`config.mk`:
```
export PLATFORM = sky130hd
export DESIGN_NAME = medidor_frecuencia
export DESIGN_NICKNAME = d
export VERILOG_FILES = /design/src/rtl/medidor_frecuencia.sv
export SDC_FILE = /design/constraint.sdc
export NUM_CORES = 1
export LEC_CHECK = 0
export CAP_MARGIN = 20
export CORE_MARGIN = 3
export CORE_UTILIZATION = 50
export DETAILED_ROUTE_END_ITERATION = 8
export PLACE_DENSITY = 0.72
export SKIP_CTS_REPAIR_TIMING = 1
export SLEW_MARGIN = 20
export SYNTH_ARGS = -nofsm -noshare
export SYNTH_HDL_FRONTEND = slang
export SYNTH_SLANG_ARGS = --single-unit
```
`constraint.sdc`:
```
create_clock -name CLK -period 2.2 [get_ports CLK]
set_input_delay 0.44 -clock CLK [delete_from_list [all_inputs] [get_ports CLK]]
set_output_delay 0.44 -clock CLK [all_outputs]
set_load 0.01 [all_outputs]
```
`src/rtl/medidor_frecuencia.sv`:
```
// rtl/medidor_frecuencia.sv - gated rising-edge frequency meter with sequential binary-to-BCD conversion
module medidor_frecuencia #(
    parameter int GATE_CYCLES = 50_000_000,
    parameter int MAX_CUENTA  = 9999
) (
    input  logic        CLK,
    input  logic        RST,
    input  logic        SENAL_IN,
    output logic [13:0] FRECUENCIA,
    output logic [3:0]  UNID,
    output logic [3:0]  DECE,
    output logic [3:0]  CENT,
    output logic [3:0]  MILL,
    output logic        VALIDO,
    output logic        SOBRERANGO
);

    localparam int              GW        = $clog2(GATE_CYCLES);
    localparam logic [GW-1:0]   GATE_LAST = GW'(GATE_CYCLES - 1);
    localparam logic [13:0]     MAXC      = 14'(MAX_CUENTA);

    typedef enum logic [1:0] {
        CONV_LIBRE,
        CONV_CARGA,
        CONV_DESPL,
        CONV_FIN
    } estado_t;

    logic          sync1, sync2, prev;
    logic          flanco;
    logic [GW-1:0] gate_cnt;
    logic          cierre;
    logic [13:0]   cuenta, cuenta_inc, cuenta_sig;
    logic          sobre, sobre_sig;
    logic [13:0]   snap;
    logic          snap_sobre;
    estado_t       estado, estado_sig;
    logic [13:0]   bin;
    logic [15:0]   bcd, bcd_aj;
    logic [3:0]    iter;

    always_ff @(posedge CLK) begin
        if (RST) begin
            sync1 <= 1'b0;
            sync2 <= 1'b0;
            prev  <= 1'b0;
        end else begin
            sync1 <= SENAL_IN;
            sync2 <= sync1;
            prev  <= sync2;
        end
    end

    assign flanco = sync2 & ~prev;
    assign cierre = (gate_cnt == GATE_LAST);

    always_ff @(posedge CLK) begin
        if (RST || cierre) begin
            gate_cnt <= '0;
        end else begin
            gate_cnt <= gate_cnt + 1'b1;
        end
    end

    // Next count including this cycle's edge; the closing snapshot uses it so
    // an edge in the closing cycle lands in the window being closed.
    always_comb begin
        cuenta_inc = (cuenta == MAXC) ? MAXC : cuenta + 14'd1;
        cuenta_sig = flanco ? cuenta_inc : cuenta;
        sobre_sig  = sobre | (flanco & ((cuenta == MAXC) | (cuenta + 14'd1 == MAXC)));
    end

    always_ff @(posedge CLK) begin
        if (RST || cierre) begin
            cuenta <= '0;
            sobre  <= 1'b0;
        end else begin
            cuenta <= cuenta_sig;
            sobre  <= sobre_sig;
        end
    end

    always_ff @(posedge CLK) begin
        if (RST) begin
            snap       <= '0;
            snap_sobre <= 1'b0;
        end else if (cierre) begin
            snap       <= cuenta_sig;
            snap_sobre <= sobre_sig;
        end
    end

    always_ff @(posedge CLK) begin
        if (RST) begin
            estado <= CONV_LIBRE;
        end else begin
            estado <= estado_sig;
        end
    end

    always_comb begin
        estado_sig = estado;
        case (estado)
            CONV_LIBRE: if (cierre) estado_sig = CONV_CARGA;
            CONV_CARGA: estado_sig = CONV_DESPL;
            CONV_DESPL: if (iter == 4'd0) estado_sig = CONV_FIN;
            CONV_FIN:   estado_sig = CONV_LIBRE;
            default:    estado_sig = CONV_LIBRE;
        endcase
    end

    // Double-dabble correction applied before every shift.
    always_comb begin
        bcd_aj = bcd;
        for (int i = 0; i < 4; i++) begin
            if (bcd[4*i +: 4] >= 4'd5) begin
                bcd_aj[4*i +: 4] = bcd[4*i +: 4] + 4'd3;
            end
        end
    end

    always_ff @(posedge CLK) begin
        if (RST) begin
            bin        <= '0;
            bcd        <= '0;
            iter       <= '0;
            FRECUENCIA <= '0;
            UNID       <= '0;
            DECE       <= '0;
            CENT       <= '0;
            MILL       <= '0;
            VALIDO     <= 1'b0;
            SOBRERANGO <= 1'b0;
        end else begin
            VALIDO <= 1'b0;
            case (estado)
                CONV_CARGA: begin
                    bin  <= snap;
                    bcd  <= '0;
                    iter <= 4'd13;
                end
                CONV_DESPL: begin
                    {bcd, bin} <= {bcd_aj[14:0], bin, 1'b0};
                    iter       <= iter - 4'd1;
                end
                CONV_FIN: begin
                    FRECUENCIA <= snap;
                    MILL       <= bcd[15:12];
                    CENT       <= bcd[11:8];
                    DECE       <= bcd[7:4];
                    UNID       <= bcd[3:0];
                    SOBRERANGO <= snap_sobre;
                    VALIDO     <= 1'b1;
                end
                default: ;
            endcase
        end
    end

endmodule

```
==> out/qor.csv <==
stage;metric;value;unit
drt;drt_drc_violations_left;0;
grt;largest_net_degree_at_the_start_of_global_routing;47;
drt;wl_final;13300;µm
logic_synthesis;synth_largest_type_area_fraction;43.6;%
sta;share_of_the_cycle_needed_by_the_critical_path_after_routing;92.5;%
clocking;cts.root.buffer_cell;sky130_fd_sc_hd__clkbuf_16;
pwr;power_density;821;nW/µm²
clocking;later_pin_clock_latency_in_the_skew_report;410;ps
floorplanning;floorplan.initialDensity;52.4;%
logic_synthesis;edff_count_synth;0;
sta;report.final.hold_viol_count;0;
sta;finalCriticalPeriod;2040;ps
clocking;clockBufferDepth;2;
drt;first_pass_iters;5;
clocking;cts-buffers-inserted;17;
logic_synthesis;yosys.area.top_type;sky130_fd_sc_hd__dfxtp_1;
grt;grt_pass1_wl;22500;µm
logic_synthesis;async_flop_share;0;%
logic_synthesis;synth_flop_type;sky130_fd_sc_hd__dfxtp_1;
critical_path;reg2reg_from;gate_cnt[16]$_SDFF_PP0_;
placement;portBuffers;34;
sta;setup_violations;0;
critical_path;critical_path_class;reg2reg;
logic_synthesis;mappedNetlistNets;683;
pwr;fin_total_pwr;5.77;mW
logic_synthesis;ys_seq_elements;127;
grt;initial_antenna_violation_count;0;
floorplanning;num_rows;38;
placement;final_hpwl_from_detailed_placement;9080;µm
placement;place_inst;826;
critical_path;required;2530;ps
floorplanning;floorplan.io_pins;35;
logic_synthesis;post_synth_instance_area;5830;µm²
clocking;cts_max_level;4;
sta;worst_clock_skew;9.29;ps
logic_synthesis;synth_area_leaders;sky130_fd_sc_hd__dfxtp_1 (44%), sky130_fd_sc_hd__mux2i_1 (7.9%), sky130_fd_sc_hd__nor2_1 (7.3%), sky130_fd_sc_hd__ha_1 (3.4%), sky130_fd_sc_hd__xor2_1 (3.2%);
grt;grt_remaining_overflow;0;
logic_synthesis;ys_warn_count;0;
drt;detailed_router_s_first_iteration_violation_count;347;
floorplanning;die_area;13000;µm²
worst_hold_path;hp-class;in2reg;
finish;ff_latch_area;2540;µm²
worst_hold_path;hp-start;RST;
critical_path;worst-endpoint-arrival;2370;ps
placement;gpl.final_weighted_congestion;0.909;
finish;nets;724;
finish;fill_cells;920;
logic_synthesis;postSynthAreaPerCell;8.78;µm²
finish;antenna_cells;0;
job;drv_cap;0;
placement;post-place-ws;159;ps
floorplanning;die_w;114;µm
sta;unrepaired_setup_endpoints_after_global_routing;false;
logic_synthesis;synth_seq_area_share;43.6;%
logic_synthesis;netlist_instances;664;
finish;layoutNonFillerInstCount;858;
critical_path;timing.critical_path.fanout_max;8;
critical_path;critical_path.startpoint_type;flop;
critical_path;critPathLaunch;gate_cnt[16]$_SDFF_PP0_;
finish;area.growth.synth_to_final;20.5;%
sta;timing_worst_slew_pin_value;653;ps
drt;drt-vias-per-instance;5.71;
pwr;power.static_leakage;2.46;nW
grt;grt_pass1_vias;4693;
drt;ant_nets;0;
status;run_status;finished, final reports clean;
sta;maxSlewHeadroom;56.5;%
sta;timing_max_transition_violations_final;0;
sta;max_clock_freq;491;MHz
floorplanning;die_h;114;µm
finish;drive_gt1_share;10.6;%
sta;layout_setup_ws;164;ps
clocking;clock_sinks;127;
logic_synthesis;ys_types;54;
sta;fin_tns_setup;0;ps
floorplanning;floorplan.core_area;11100;µm²
finish;multiInputGateArea;3020;µm²
clocking;clk_transition_reported_paths;60;ps
drt;routed_wire_length_per_instance;15.5;µm
critical_path;worstSetupEndpointType;flop;
pwr;max_vdd_drop;0.725;mV
grt;global_route.usage.total;21.4;%
drt;vias;4897;
clocking;tritoncts;built;
[layout make-up]
type,count,area share [%]
repair buffers,69,8.69
well taps,140,2.49
flip-flops and latches,127,36.2
multi-input cells,472,43.0
inverters,18,0.961
clock inverters,9,1.87
clock buffers,23,6.80
[per-stage QoR]
stage | cell area (µm²) | hold slack (ps) | utilization (%)
3_5_place_dp | 6420 | 430 | 57.7
5_1_grt | 7030 | 399 | 63.2
4_1_cts | 7030 | 388 | 63.2
2_1_floorplan | 5830 | 414 | -
6_report | 7030 | 406 | 63.2
3_3_place_gp | 6420 | 422 | 57.7
[cells in the mapped netlist (all sizes together), types with 3 or more instances]
library cell,n
a32oi,7
nand2,40
or2,3
clkbuf,24
a21o,8
nor4,7
o22ai,6
and4,6
a22oi,5
xnor2,13
nand4,24
a21oi,29
nand3,24
o21ai,8
o221ai,4
a211oi,21
nor3,13
o211ai,3
nor2,114
dfxtp,127
nand2b,12
and3,7
a31oi,3
inv,18
mux2i,46
xor2,21
ha,16
buf,23
nor2b,8
a311oi,3
[cells by family (layout without fill, tap and decap cells)]
| family | Yosys count | after routing | synth area share [%] |
|---|---|---|---|
| muxes | 46 | 46 | 7.90 |
| adders and majority gates | 16 | 16 | 3.43 |
| AOI/OAI and AO/OA | 103 | 103 | 12.0 |
| buffers and inverters | 65 | 119 | 4.63 |
| DFF | 127 | 127 | 43.6 |
| xor gates and xnor gates | 34 | 34 | 5.11 |
| and+or+nand+nor | 273 | 273 | 23.3 |
[registers in the layout (all words and copies together), names as in the netlist, 2 cells and up]
| name | count |
|---|---|
| bcd | 16 |
| UNID | 4 |
| iter | 4 |
| MILL | 4 |
| cuenta | 14 |
| snap | 14 |
| FRECUENCIA | 14 |
| DECE | 4 |
| CENT | 4 |
| estado | 2 |
| bin | 14 |
| gate_cnt | 26 |
[worst max-delay path, stage by stage, from the launching register on]
cell                      delay [ps]
sky130_fd_sc_hd__dfxtp_1         350
sky130_fd_sc_hd__or4b_1          590
sky130_fd_sc_hd__nor3_2          230
sky130_fd_sc_hd__and3_1          410
sky130_fd_sc_hd__buf_4           180
sky130_fd_sc_hd__nand2_1          50
sky130_fd_sc_hd__a21oi_1         150
[final timing paths]
check / endpoint / slack (ps) / depth (start not counted)
hold reg to reg: sync2$_SDFF_PP0_ / 440 / 1
hold / removal: sync2$_SDFF_PP0_ / 410 / 2
setup / recovery: snap[1]$_SDFFE_PP0N_ / 160 / 6
setup reg to reg: snap[1]$_SDFFE_PP0N_ / 160 / 6
[cell usage in the layout (no fill, tap or decap), types with 3 or more instances in the layout]
cell type	count
sky130_fd_sc_hd__dfxtp_1	127
sky130_fd_sc_hd__nor2_1	113
sky130_fd_sc_hd__mux2i_1	46
sky130_fd_sc_hd__nand2_1	40
sky130_fd_sc_hd__buf_4	34
sky130_fd_sc_hd__clkdlybuf4s50_1	33
sky130_fd_sc_hd__a21oi_1	29
sky130_fd_sc_hd__nand4_1	24
sky130_fd_sc_hd__nand3_1	24
sky130_fd_sc_hd__xor2_1	21
sky130_fd_sc_hd__a211oi_1	21
sky130_fd_sc_hd__inv_1	18
sky130_fd_sc_hd__clkbuf_16	17
sky130_fd_sc_hd__ha_1	15
sky130_fd_sc_hd__xnor2_1	13
sky130_fd_sc_hd__nand2b_1	12
sky130_fd_sc_hd__nor3_1	10
sky130_fd_sc_hd__nor2b_1	8
sky130_fd_sc_hd__a21o_1	8
sky130_fd_sc_hd__o21ai_0	8
sky130_fd_sc_hd__and3_1	7
sky130_fd_sc_hd__a32oi_1	7
sky130_fd_sc_hd__and4_1	6
sky130_fd_sc_hd__o22ai_1	6
sky130_fd_sc_hd__nor4_1	5
sky130_fd_sc_hd__a22oi_1	5
sky130_fd_sc_hd__o221ai_1	4
sky130_fd_sc_hd__nor3_2	3
sky130_fd_sc_hd__a31oi_1	3
sky130_fd_sc_hd__o211ai_1	3
sky130_fd_sc_hd__a311oi_1	3
sky130_fd_sc_hd__bufinv_16	3
sky130_fd_sc_hd__clkbuf_1	3
sky130_fd_sc_hd__clkbuf_8	3
sky130_fd_sc_hd__clkinvlp_4	3
[power breakdown]
group,leakage (nW),switching [mW],internal (mW)
combinational,1.15,0.273,0.157
clock,0.290,0.999,1.87
sequential,1.03,0.0653,2.40
[per-layer routing]
metal  track usage [%]  up-vias  part of all wire (%)
met5                 0        -                     0
met4              8.39        0                   1.3
met1              28.6     2342                    47
met3              4.67       15                   4.0
li1                  -     2415                     -
met2              33.8      125                    48
(Power assumes the default switching activity.)
